File: src/rtl/fir_rrc_sched.sv
// fir_rrc_sched -- symbol scheduler / sequencer in front of the fir_rrc
// pulse-shaping filter.
//
// Accepts signed 12-bit symbols on a valid/ready handshake and zero-stuffs
// each one to SAMPLES_PER_SYMBOL samples, one sample per clock. After the
// symbol flagged last has been played out, NUM_TAPS-1 zero samples flush the
// filter tail. A symbol slot with no symbol available is filled with zero and
// flagged on underflow. fir_out_valid is fir_in_valid delayed by FIR_LATENCY.
//
// Optional build macro: FIR_RRC_SCHED_UNDERFLOW_COUNT_EN
//   defined   -> underflow_count is a saturating 16-bit count of underflows
//   undefined -> underflow_count is tied to zero
//
// Ports:
//   clk              system clock
//   rst              synchronous, active-high reset
//   symbol_in[11:0]  signed symbol
//   symbol_valid     symbol_in / symbol_last valid
//   symbol_last      final symbol of a burst
//   symbol_ready     a symbol is accepted this cycle when valid is high
//   fir_in[11:0]     registered sample to fir_rrc
//   fir_in_valid     fir_in carries a burst sample
//   fir_out_valid    qualifies fir_rrc output
//   busy             burst in progress (RUN or FLUSH)
//   underflow        one-cycle pulse on a zero-substituted symbol slot
//   done             one-cycle pulse on the last flush sample
//   underflow_count  underflow counter (see macro above)
module fir_rrc_sched #(
  parameter int SAMPLES_PER_SYMBOL = 4,
  parameter int NUM_TAPS           = 21,
  parameter int FIR_LATENCY        = 1
) (
  input  logic        clk,
  input  logic        rst,
  input  logic [11:0] symbol_in,
  input  logic        symbol_valid,
  input  logic        symbol_last,
  output logic        symbol_ready,
  output logic [11:0] fir_in,
  output logic        fir_in_valid,
  output logic        fir_out_valid,
  output logic        busy,
  output logic        underflow,
  output logic        done,
  output logic [15:0] underflow_count
);

  typedef enum logic [1:0] {
    IDLE  = 2'b00,
    RUN   = 2'b01,
    FLUSH = 2'b10
  } state_t;

  localparam logic [4:0]  PH_LAST = 5'(SAMPLES_PER_SYMBOL - 1);
  localparam logic [15:0] FL_LAST = 16'(NUM_TAPS - 2);

  state_t      state_r, state_s;
  logic [4:0]  ph_r, ph_s;
  logic        last_r, last_s;
  logic [15:0] fcnt_r, fcnt_s;
  logic [11:0] fir_in_r, fir_in_s;
  logic        fir_in_valid_r, fir_in_valid_s;
  logic        ready_r, ready_s;
  logic        busy_r, busy_s;
  logic        underflow_r, underflow_s;
  logic        done_r, done_s;
  logic        xfer_s;
  logic [FIR_LATENCY-1:0] dly_r;

  // Next-state and next-output decode; every output is computed for the
  // cycle after the coming edge so that all ports come straight off flops.
  always_comb begin
    state_s     = state_r;
    ph_s        = ph_r;
    last_s      = last_r;
    fcnt_s      = fcnt_r;
    fir_in_s    = 12'h000;
    underflow_s = 1'b0;
    xfer_s      = symbol_valid & ready_r;
    case (state_r)
      IDLE: begin
        if (xfer_s) begin
          state_s  = RUN;
          ph_s     = 5'd0;
          last_s   = symbol_last;
          fir_in_s = symbol_in;
        end else begin
          state_s  = IDLE;
        end
      end
      RUN: begin
        if (ph_r == PH_LAST) begin
          ph_s = 5'd0;
          if (last_r) begin
            state_s = FLUSH;
            fcnt_s  = 16'd0;
          end else if (xfer_s) begin
            fir_in_s = symbol_in;
            last_s   = symbol_last;
          end else begin
            // Missing symbol: keep the symbol grid, play a zero instead.
            underflow_s = 1'b1;
          end
        end else begin
          ph_s = ph_r + 5'd1;
        end
      end
      FLUSH: begin
        if (fcnt_r == FL_LAST) begin
          state_s = IDLE;
        end else begin
          fcnt_s = fcnt_r + 16'd1;
        end
      end
      default: begin
        state_s = IDLE;
        ph_s    = 5'd0;
        last_s  = 1'b0;
        fcnt_s  = 16'd0;
      end
    endcase
    fir_in_valid_s = (state_s != IDLE);
    busy_s         = (state_s != IDLE);
    done_s         = (state_s == FLUSH) && (fcnt_s == FL_LAST);
    ready_s        = (state_s == IDLE) ||
                     ((state_s == RUN) && (ph_s == PH_LAST) && !last_s);
  end

  // State and output registers.
  always_ff @(posedge clk) begin
    if (rst) begin
      state_r        <= IDLE;
      ph_r           <= 5'd0;
      last_r         <= 1'b0;
      fcnt_r         <= 16'd0;
      fir_in_r       <= 12'h000;
      fir_in_valid_r <= 1'b0;
      ready_r        <= 1'b1;
      busy_r         <= 1'b0;
      underflow_r    <= 1'b0;
      done_r         <= 1'b0;
    end else begin
      state_r        <= state_s;
      ph_r           <= ph_s;
      last_r         <= last_s;
      fcnt_r         <= fcnt_s;
      fir_in_r       <= fir_in_s;
      fir_in_valid_r <= fir_in_valid_s;
      ready_r        <= ready_s;
      busy_r         <= busy_s;
      underflow_r    <= underflow_s;
      done_r         <= done_s;
    end
  end

  // fir_in_valid delay line matching the filter pipeline.
  always_ff @(posedge clk) begin
    if (rst) begin
      dly_r <= {FIR_LATENCY{1'b0}};
    end else begin
      dly_r[0] <= fir_in_valid_r;
      for (int i = 1; i < FIR_LATENCY; i++) begin
        dly_r[i] <= dly_r[i-1];
      end
    end
  end

`ifdef FIR_RRC_SCHED_UNDERFLOW_COUNT_EN
  logic [15:0] ufc_r;

  // Saturating underflow counter, updated together with the underflow pulse.
  always_ff @(posedge clk) begin
    if (rst) begin
      ufc_r <= 16'h0000;
    end else if (underflow_s && (ufc_r != 16'hFFFF)) begin
      ufc_r <= ufc_r + 16'h0001;
    end else begin
      ufc_r <= ufc_r;
    end
  end

  assign underflow_count = ufc_r;
`else
  assign underflow_count = 16'h0000;
`endif

  assign symbol_ready  = ready_r;
  assign fir_in        = fir_in_r;
  assign fir_in_valid  = fir_in_valid_r;
  assign fir_out_valid = dly_r[FIR_LATENCY-1];
  assign busy          = busy_r;
  assign underflow     = underflow_r;
  assign done          = done_r;

endmodule

File: config.mk
export PLATFORM = sky130hd
export DESIGN_NAME = fir_rrc_sched
export DESIGN_NICKNAME = d
export VERILOG_FILES = /design/src/rtl/fir_rrc_sched.sv
export SDC_FILE = /design/constraint.sdc
export NUM_CORES = 1
export LEC_CHECK = 0
export CORE_ASPECT_RATIO = 0.75
export CORE_MARGIN = 2
export CORE_UTILIZATION = 45
export DETAILED_ROUTE_END_ITERATION = 16
export HOLD_SLACK_MARGIN = 0.1
export PLACE_DENSITY = 0.73
export SLEW_MARGIN = 20
export SYNTH_ARGS = -nofsm -noshare
export SYNTH_HDL_FRONTEND = slang
export SYNTH_SLANG_ARGS = --single-unit
File: constraint.sdc
create_clock -name clk -period 4.25 [get_ports clk]
set_clock_uncertainty 0.05 [all_clocks]
set_input_delay 1.0625 -clock clk [delete_from_list [all_inputs] [get_ports clk]]
set_output_delay 1.0625 -clock clk [all_outputs]
set_load 0.03 [all_outputs]
==> results.tsv <==
metric	value	unit
r2r_start	ph_r[0]	
min_period	2720	ps
ys.warnings.count	0	
remaining_overflow_grt	0	
synthAdderAreaFrac	1.18	%
timing_hold_violations_final	0	
fmaxAchievable	0.368	GHz
max_slew.worst_pin.slew	750	ps
worst_reg2reg_path_endpoint	done	
post_dp_cell_area	2400	um2
setup_viol	0	
filler_cell_count	413	
final_nets	296	
detail_route.drc_violations	0	
cts_inserted_buffers	5	
timing.final.max_slew_violations	0	
hpwl	3580	um
cts_root_buf	clkbuf_8	
worst-path-max-fanout	11	
drt_via_density	5.79	
gr-usage-all-layers	19.1	%
drt_iter0_markers	195	
ys_types	50	
syn_inst	252	
power.switching	0.207	mW
combinationalPowerShare	12.1	%
post_synth_and_or_nand_nor_area_fraction	29.8	%
endpoint_kind	flop	
cts.hold.buffers_added	0	
sequential_area_share_after_synthesis	38.6	%
timing.critical_path.arrival	2910	ps
maxCapViolCount	0	
cts.path.max_buffers	2	
post_cts_resized	0	
final_layout_size_suffix_gt1_share	5.40	%
synthMuxAreaShare	0	%
start_kind	flop	
power.leakage	0.936	nW
htree_num_levels	2	
synth_compound_area_share	19.1	%
setup-tns-final	0	ps
rsz_0062_raised_after_global_routing	false	
ys_ff_latch	41	
route.vias.total	1939	
synth_xor_area_share	0.824	%
post_synth_instance_area	2130	um2
cts.reportedPaths.clkPinSlew	80	ps
result_of_the_run	finished clean	
std_cell_rows	21	
intPower	0.602	mW
avgRoutedWirePerCell	14.7	um
wl	4930	um
ioPinCount	50	
routabilityCongestion	0.869	
die_h	63.5	um
worst_hold_path.num_cells	1	
hold_startpoint	busy	
grt_start_max_net_pins	24	
floorplan.die.width	83.4	um
floorplan.initialDensity	47.3	%
cts_setup_buffers	0	
die_outline_area	5300	um2
post_route_clock_period_utilization	63.9	%
io_buffers	33	
grt_pass1_wl	8150	um
ant_nets	0	
worst_ir_drop_vdd	255	uV
area.growth.synth_to_final	17.9	%
n_antenna_cell	0	
min_to	fir_out_valid	
worstHoldPathType	reg2reg	
synth_area_per_cell	8.44	um2
drt_first_pass_iters	4	
relSlewSlack	49.9	%
power_density	323	nW/um2
worst_skew_pair.late_latency	300	ps
cp.required	4440	ps
setup.worst_path.class	reg2reg	
share_clk_of_total_power	37.9	%
layout.cell_area.non_filler	2510	um2
power.share.switching	25.6	%
share_seq_of_total_power	50.0	%
cts_num_sinks	41	
reg2reg_setup_slack	1530	ps
grt_pass1_vias	1640	
initial_antenna_violation_count	0	
placeableCoreArea	4490	um2
synth_top_family_by_area	simple AND/OR/NAND/NOR gates	
cts_tree	yes	
worstRegToRegCells	7	
synthesized netlist by cell type, drive strengths merged:
cell type | instances | share of area (%)
a2111oi | 1 | 0.41
a211o | 2 | 0.82
a211oi | 5 | 2.2
a21oi | 12 | 3.0
a221oi | 2 | 1.1
a22oi | 1 | 0.35
a2bb2oi | 1 | 0.41
a31oi | 6 | 1.8
a41o | 1 | 0.47
a41oi | 2 | 0.82
and2 | 15 | 4.4
and3 | 4 | 1.2
and4 | 8 | 3.3
buf | 23 | 7.8
clkbuf | 8 | 1.4
conb | 1 | 0.18
dfxtp | 41 | 39
ha | 2 | 1.2
inv | 6 | 1.1
nand2 | 17 | 3.0
nand2b | 4 | 1.2
nand3 | 9 | 2.1
nand4 | 6 | 1.8
nor2 | 23 | 4.1
nor2b | 7 | 2.1
nor3 | 6 | 1.4
nor4 | 8 | 2.4
nor4b | 3 | 1.9
nor4bb | 1 | 0.47
o2111ai | 1 | 0.41
o211a | 2 | 0.94
o211ai | 1 | 0.35
o21ai | 8 | 1.9
o21bai | 1 | 0.35
o22a | 1 | 0.41
o22ai | 1 | 0.29
o311a | 1 | 0.47
o31a | 2 | 0.82
o31ai | 5 | 1.8
or2 | 1 | 0.29
or3 | 1 | 0.29
xnor2 | 2 | 0.82
sequential cells by signal, summed over array words and instances, names as in the netlist:
signal         count
fcnt_r            16
fir_in            12
ph_r               5
state_r            2
busy               1
done               1
fir_out_valid      1
last_r             1
symbol_ready       1
underflow          1
through the flow:
| stage | power [mW] | setup slack, ps | hold slack, ps | utilization, % | std cells |
|---|---|---|---|---|---|
| 6_report | 0.810 | 1530 | 459 | 55.8 | 335 |
| 5_1_grt | 0.836 | 1390 | 474 | 55.8 | 335 |
| 4_1_cts | 0.813 | 1590 | 454 | 55.8 | 335 |
| 3_5_place_dp | 0.511 | 1400 | 442 | 53.5 | 328 |
| 3_3_place_gp | 0.509 | 1480 | 443 | 53.5 | 328 |
| 2_1_floorplan | 0.485 | 2150 | 412 | - | 267 |
power by group through the flow:
stage                     registers, mW  clock network [mW]  logic [mW]
after global routing              0.407               0.323       0.105
after detailed placement          0.414                   0      0.0969
final                             0.405               0.307      0.0977
after CTS                         0.405               0.311      0.0974
after global placement            0.413                   0      0.0959
after floorplan                   0.423                   0      0.0625
worst max-delay path: stages (launching register included):
cell      delay, ps
dfxtp_1         420
ha_1            250
nor4b_4         510
a21oi_2         310
a211oi_2        340
nand4_1         170
nor4_1          370
and4_1          230
cells by family (layout without fill, tap and decap cells):
kind of cell | after synthesis | after routing
compound gates | 56 | 56
xor+xnor | 2 | 2
fa+ha+maj | 2 | 2
buf+inv | 37 | 48
flops | 41 | 41
other cells | 1 | 16
simple gates | 113 | 113
how the worst max path moves through the flow:
stage                  from         to  slack, ps  cells past startpoint
global placement        rst  fir_in[6]       1480                      5
detailed placement      rst  fir_in[6]       1400                      5
floorplan           ph_r[0]       done       2150                      8
CTS                 ph_r[0]       done       1590                      7
finish              ph_r[0]       done       1530                      7
global route        ph_r[0]       done       1390                      7
layout make-up:
cell class / instances / area, um2 / area share, %
multi-input combinational: 189 / 1140 / 45.6
sequential: 41 / 821 / 32.7
timing repair buffer: 35 / 345 / 13.8
tap: 57 / 71.3 / 2.84
clock buffer: 5 / 68.8 / 2.74
clock inverter: 2 / 35.0 / 1.40
inverter: 6 / 22.5 / 0.898
metal layers:
metal | track usage [%] | share of wire, % | vias up
met3 | 4.46 | 9.0 | 5
met2 | 27.6 | 43 | 88
li1 | - | - | 940
met1 | 28.2 | 48 | 906
met4 | 5.53 | 0.73 | 0
met5 | 0 | 0 | -
cells in the final DEF, fill, tap and decap left out, drive strengths merged, types with 2 or more instances in the layout:
master,count
a31oi,6
buf,2
inv,6
dfxtp,41
xnor2,2
clkbuf,5
a221oi,2
nand3,9
nor2b,7
o21ai,8
and3,4
nor4b,3
nor2,23
conb,16
a41oi,2
a21oi,12
and4,8
nand2,17
nand2b,4
a211o,2
nand4,6
o31ai,5
nor3,6
o31a,2
nor4,8
clkdlybuf4s50,33
and2,15
ha,2
a211oi,5
o211a,2
(Power assumes the default switching activity.)
